## src/rtl/stopwatch_time_counter_if.sv

```systemverilog
// Stopwatch timekeeping bus: control inputs from the FSM,
// binary/BCD time and pulse outputs toward the display driver.
interface stopwatch_time_counter_if;
    logic       run_enable;
    logic       clear;
    logic [5:0] seconds;
    logic [6:0] minutes;
    logic [7:0] sec_bcd;
    logic [7:0] min_bcd;
    logic       sec_tick;
    logic       wrap;

    modport master (
        output run_enable, clear,
        input  seconds, minutes, sec_bcd, min_bcd, sec_tick, wrap
    );

    modport slave (
        input  run_enable, clear,
        output seconds, minutes, sec_bcd, min_bcd, sec_tick, wrap
    );
endinterface

```

## src/rtl/stopwatch_time_counter.sv

```systemverilog
// Stopwatch timekeeping: 1 Hz prescaler and mm:ss counter with
// parallel registered BCD digit counters.
module stopwatch_time_counter #(
    parameter int TICK_DIV = 100_000_000,
    parameter int MAX_MIN  = 99
) (
    input  logic clk,
    input  logic rst_n,
    stopwatch_time_counter_if.slave bus
);
    localparam int PW = $clog2(TICK_DIV);

    logic [PW-1:0] r_pre;
    logic [5:0]    r_sec;
    logic [6:0]    r_min;
    logic [3:0]    r_sec_o, r_sec_t;
    logic [3:0]    r_min_o, r_min_t;
    logic          r_tick, r_wrap;

    logic w_term, w_sec_last, w_min_last;

    assign w_term     = bus.run_enable && (r_pre == PW'(TICK_DIV - 1));
    assign w_sec_last = (r_sec == 6'd59);
    assign w_min_last = (r_min == 7'(MAX_MIN));

    always_ff @(posedge clk or negedge rst_n) begin
        if (!rst_n) begin
            r_pre   <= '0;
            r_sec   <= '0;
            r_min   <= '0;
            r_sec_o <= '0;
            r_sec_t <= '0;
            r_min_o <= '0;
            r_min_t <= '0;
            r_tick  <= 1'b0;
            r_wrap  <= 1'b0;
        end else if (bus.clear) begin
            r_pre   <= '0;
            r_sec   <= '0;
            r_min   <= '0;
            r_sec_o <= '0;
            r_sec_t <= '0;
            r_min_o <= '0;
            r_min_t <= '0;
            r_tick  <= 1'b0;
            r_wrap  <= 1'b0;
        end else begin
            r_tick <= w_term;
            r_wrap <= w_term && w_sec_last && w_min_last;
            if (bus.run_enable)
                r_pre <= w_term ? '0 : r_pre + PW'(1);
            if (w_term) begin
                if (!w_sec_last) begin
                    r_sec <= r_sec + 6'd1;
                    if (r_sec_o == 4'd9) begin
                        r_sec_o <= '0;
                        r_sec_t <= r_sec_t + 4'd1;
                    end else begin
                        r_sec_o <= r_sec_o + 4'd1;
                    end
                end else begin
                    r_sec   <= '0;
                    r_sec_o <= '0;
                    r_sec_t <= '0;
                    // minute rollover: either wrap to 00 or step BCD digits
                    if (w_min_last) begin
                        r_min   <= '0;
                        r_min_o <= '0;
                        r_min_t <= '0;
                    end else begin
                        r_min <= r_min + 7'd1;
                        if (r_min_o == 4'd9) begin
                            r_min_o <= '0;
                            r_min_t <= r_min_t + 4'd1;
                        end else begin
                            r_min_o <= r_min_o + 4'd1;
                        end
                    end
                end
            end
        end
    end

    assign bus.seconds  = r_sec;
    assign bus.minutes  = r_min;
    assign bus.sec_bcd  = {r_sec_t, r_sec_o};
    assign bus.min_bcd  = {r_min_t, r_min_o};
    assign bus.sec_tick = r_tick;
    assign bus.wrap     = r_wrap;
endmodule

```

## src/flat_wrapper.sv

```systemverilog
// flat-port wrapper written by rule: the top's interface ports become plain ports
module stopwatch_time_counter_flat 
#(
    parameter int TICK_DIV = 100_000_000,
    parameter int MAX_MIN  = 99
)
  (clk, rst_n, bus_run_enable, bus_clear, bus_seconds, bus_minutes, bus_sec_bcd, bus_min_bcd, bus_sec_tick, bus_wrap);
  stopwatch_time_counter_if bus_i ();
  input  logic clk;
  input  logic rst_n;
  input wire logic [$bits(bus_i.run_enable)-1:0] bus_run_enable;
  input wire logic [$bits(bus_i.clear)-1:0] bus_clear;
  output wire logic [$bits(bus_i.seconds)-1:0] bus_seconds;
  output wire logic [$bits(bus_i.minutes)-1:0] bus_minutes;
  output wire logic [$bits(bus_i.sec_bcd)-1:0] bus_sec_bcd;
  output wire logic [$bits(bus_i.min_bcd)-1:0] bus_min_bcd;
  output wire logic [$bits(bus_i.sec_tick)-1:0] bus_sec_tick;
  output wire logic [$bits(bus_i.wrap)-1:0] bus_wrap;
  assign bus_i.run_enable = bus_run_enable;
  assign bus_i.clear = bus_clear;
  assign bus_seconds = bus_i.seconds;
  assign bus_minutes = bus_i.minutes;
  assign bus_sec_bcd = bus_i.sec_bcd;
  assign bus_min_bcd = bus_i.min_bcd;
  assign bus_sec_tick = bus_i.sec_tick;
  assign bus_wrap = bus_i.wrap;
  stopwatch_time_counter #(.TICK_DIV(TICK_DIV), .MAX_MIN(MAX_MIN)) u_core (.clk(clk), .rst_n(rst_n), .bus(bus_i));
endmodule
```

## config.mk

```make
export PLATFORM = sky130hd
export DESIGN_NAME = stopwatch_time_counter_flat
export DESIGN_NICKNAME = d
export VERILOG_FILES = /design/src/rtl/stopwatch_time_counter_if.sv /design/src/rtl/stopwatch_time_counter.sv /design/src/flat_wrapper.sv
export SDC_FILE = /design/constraint.sdc
export NUM_CORES = 1
export LEC_CHECK = 0
export ABC_AREA = 0
export CAP_MARGIN = 20
export CORE_UTILIZATION = 40
export CTS_CLUSTER_DIAMETER = 40
export DETAILED_ROUTE_END_ITERATION = 10
export DONT_BUFFER_PORTS = 1
export HOLD_SLACK_MARGIN = 0.05
export PLACE_DENSITY = 0.65
export SYNTH_ARGS = -nofsm -noshare
export SYNTH_HDL_FRONTEND = slang
export SYNTH_SLANG_ARGS = --single-unit
export TNS_END_PERCENT = 1
```

## constraint.sdc

```tcl
create_clock -name clk -period 2.1 [get_ports clk]
set_input_delay 0 -clock clk [delete_from_list [all_inputs] [get_ports clk]]
set_output_delay 0 -clock clk [all_outputs]
set_load 0.03 [all_outputs]
```

==> insert_results.sql <==
INSERT INTO impl_metrics (metric_group, metric, value, unit) VALUES
('route', 'drc_errors', '0', ''),
('yosys', 'yosysSeqAreaShare', '0.464', ''),
('sta', 'ratio_of_final_minimum_period_to_clock_period', '0.978', ''),
('cts', 'clock-sinks', '58', ''),
('cts', 'htree_levels', '3', ''),
('hold_path', 'hold_end', 'u_core.bus.minutes[2]', ''),
('critical_path', 'worst_ep_required_time', '2370', 'ps'),
('sta', 'slew-limit-headroom', '0.551', ''),
('yosys', 'netlist_instances', '332', ''),
('yosys', 'netlist.top_cell.by_area', 'dfrtp_1', ''),
('critical_path', 'type_of_the_setup_path_with_the_least_slack', 'reg -> reg', ''),
('yosys', 'share_of_the_synthesized_area_in_the_top_cell_type', '0.464', ''),
('critical_path', 'critical_path.slowest_cell', 'or4b_1', ''),
('critical_path', 'crit-reg2reg-launch', 'u_core.r_pre[1]', ''),
('placed_design', 'pre_cts_slack', '32.8', 'ps'),
('yosys', 'yosys_warnings', '0', ''),
('sta', 'timing_worst_slew_pin_value', '674', 'ps'),
('yosys', 'synth.lib_cells_used.distinct', '48', ''),
('critical_path', 'timing.critical_path.cells', 'ha_2, nand4_1, nor4_4, buf_4, nand3_2, or4b_1, a21oi_1', ''),
('placed_design', 'io_buffer_count', '0', ''),
('final_layout', 'drive_above_1_share', '0.193', ''),
('die', 'floorplan.die.height', '90.4', 'µm'),
('hold_path', 'hold_path_startpoint', 'bus_clear', ''),
('critical_path', 'cp-start-kind', 'flop', ''),
('placed_design', 'gp_congestion', '0.774', ''),
('sta', 'timing.final.hold_violations', '0', ''),
('sta', 'fin_worst_skew', '11.2', 'ps'),
('critical_path', 'r2r_cells', '7', ''),
('critical_path', 'reg2reg_setup_slack', '50', 'ps'),
('sta', 'fin_ws', '47.0', 'ps'),
('sta', 'finalMaxSlewViolations', '0', ''),
('critical_path', 'critical_path.reg2reg.endpoint', 'u_core.r_min_t[0]', ''),
('cts', 'clk_path_buf_depth', '2', ''),
('critical_path', 'timing.critical_path.buf_inv', '1', ''),
('yosys', 'syn-cell-area', '0.00313', 'mm²'),
('die', 'core_area', '0.00741', 'mm²'),
('power_and_ir_drop', 'leakagePower', '0.00170', 'µW'),
('critical_path', 'worst-endpoint-arrival', '2320', 'ps'),
('grt', 'grt_first_pass_wirelength', '13600', 'µm'),
('cts', 'cts_root_buffer', 'clkbuf_8', ''),
('sta', 'fin_crit_period', '2050', 'ps'),
('yosys', 'postSynthAreaPerCell', '9.41', 'µm²'),
('die', 'die_w', '90.4', 'µm'),
('critical_path', 'crit_family', 'simple AND/OR/NAND/NOR gates', ''),
('route', 'wl', '7880', 'µm'),
('route', 'route.detailed.vias_per_inst', '5.67', ''),
('sta', 'grt_setup_unrepaired', 'yes', ''),
('sta', 'setup_viol', '0', ''),
('route', 'antenna_left', '0', ''),
('yosys', 'synthTopCellsByCount', 'dfrtp_1 (58), nor2_1 (39), nand2_1 (27)', ''),
('grt', 'maximum_number_of_pins_on_one_net_before_global_route_repair', '59', ''),
('outcome', 'outcome', 'finished, final reports clean', ''),
('final_layout', 'layout.nets', '397', ''),
('cts', 'postCtsSetupBuffers', '0', ''),
('power_and_ir_drop', 'peakVddDrop', '263', 'µV'),
('grt', 'globalRoute.totalOverflow', '0', ''),
('cts', 'cts_buffers', '9', ''),
('grt', 'grt_usage', '0.208', ''),
('critical_path', 'worstPathMaxFanout', '5', ''),
('route', 'detailroute.via_count', '2766', ''),
('yosys', 'synth_top_flop_cell', 'dfrtp_1', ''),
('yosys', 'cell_with_the_most_instances_after_synthesis', 'dfrtp_1', ''),
('hold_path', 'worst_min_delay_path_category', 'in -> reg', ''),
('die', 'design.die.area', '0.00817', 'mm²'),
('power_and_ir_drop', 'power.density', '621', 'mW/mm²'),
('grt', 'antenna_found_initial', '0', ''),
('cts', 'cts_tree', 'yes', ''),
('grt', 'grt_pass1_vias', '2763', ''),
('hold_path', 'min_delay_path_depth', '3', ''),
('sta', 'achievable-frequency', '487', 'MHz'),
('yosys', 'total_nets_after_synthesis', '345', '');
-- metrics by stage --
| step | hold slack (ps) | util | instances | setup TNS (ps) |
|---|---|---|---|---|
| floorplan | -296 | - | 332 | 0 |
| global placement | -292 | 0.476 | 463 | 0 |
| detailed placement | -293 | 0.476 | 463 | 0 |
| CTS | 59.9 | 0.520 | 488 | 0 |
| global route | 96.2 | 0.525 | 488 | -256 |
| finish | 72.3 | 0.525 | 488 | 0 |
-- worst max path at each step --
stage / end / from / slack (ps) / depth (start not counted)
2_1_floorplan: u_core.bus.minutes[5] / u_core.bus.seconds[0] / 70 / 6
3_3_place_gp: u_core.r_min_t[0] / u_core.r_pre[0] / 80 / 7
3_5_place_dp: u_core.r_min_t[0] / u_core.r_pre[1] / 30 / 7
4_1_cts: u_core.r_min_t[2] / bus_clear / 4 / 5
5_1_grt: u_core.r_min_t[0] / u_core.r_pre[1] / -90 / 7
6_report: u_core.r_min_t[0] / u_core.r_pre[1] / 50 / 7
-- timing repair --
item | 4_1_cts | 5_1_grt
setup endpoints to repair | 0 | 22
hold buffers | 9 | 0
endpoints found under the hold margin | 86 | 0
resized for setup | 0 | 9
-- power by group --
part           total (µW)  internal [µW]  switching, µW
Clock                1150            696            457
Combinational         122           40.2           81.4
Sequential           1140           1120           14.7
-- tightest hold or removal path: stages --
cell and delay, ps:
a31o_2 190, or3_1 130, mux2i_1 50
-- final cells by class --
cell class                      count  area, µm²  area share
Multi-Input combinational cell    253       1620       0.416
Sequential cell                    58       1450       0.373
Timing Repair Buffer               53        440       0.113
Clock buffer                       11        141      0.0364
Tap cell                           99        124      0.0319
Clock inverter                      5       77.6      0.0200
Inverter                            9       33.8     0.00869
-- cell usage in the layout (no fill, tap or decap), types with 4 or more instances in the layout --
cell type and count:
dfrtp_1 58, nor3_1 5, a21oi_1 15, clkbuf_8 10, nor3b_1 4, nand4_1 15
nand2_1 26, xor2_1 17, buf_4 44, nor2_1 39, o31ai_1 5, o21ai_0 20
or4_1 5, ha_1 7, dlygate4sd3_1 7, o211ai_1 6, nand3_1 21, and3_1 7
xnor2_1 7, a31oi_1 6, inv_1 8
-- state kept, by name (all words and copies together) (netlist names) --
name                 flops
u_core.bus.minutes       7
u_core.r_min_t           4
u_core.r_pre            27
u_core.r_min_o           4
u_core.bus.wrap          1
u_core.bus.sec_tick      1
u_core.bus.seconds       6
u_core.r_sec_t           4
u_core.r_sec_o           4
-- layer usage --
| metal | global-route usage | vias up | share of wire |
|---|---|---|---|
| met5 | 0 | - | 0 |
| li1 | - | 1318 | - |
| met2 | 0.342 | 50 | 0.48 |
| met3 | 0.0421 | 12 | 0.040 |
| met4 | 0.0874 | 0 | 0.017 |
| met1 | 0.267 | 1386 | 0.46 |
-- kinds of logic (layout without fill, tap and decap cells) --
kind of cell	Yosys count	in the layout	synth area share
AND/OR/NAND/NOR	152	152	0.264
flip-flops	58	58	0.464
XOR/XNOR	24	24	0.0673
AO/OA/AOI/OAI	67	67	0.137
buffers and inverters	21	78	0.0276
multiplexers	1	1	0.00320
adder cells (fa/ha/maj)	9	9	0.0360
Note: power is estimated with default switching activity, not from simulation.
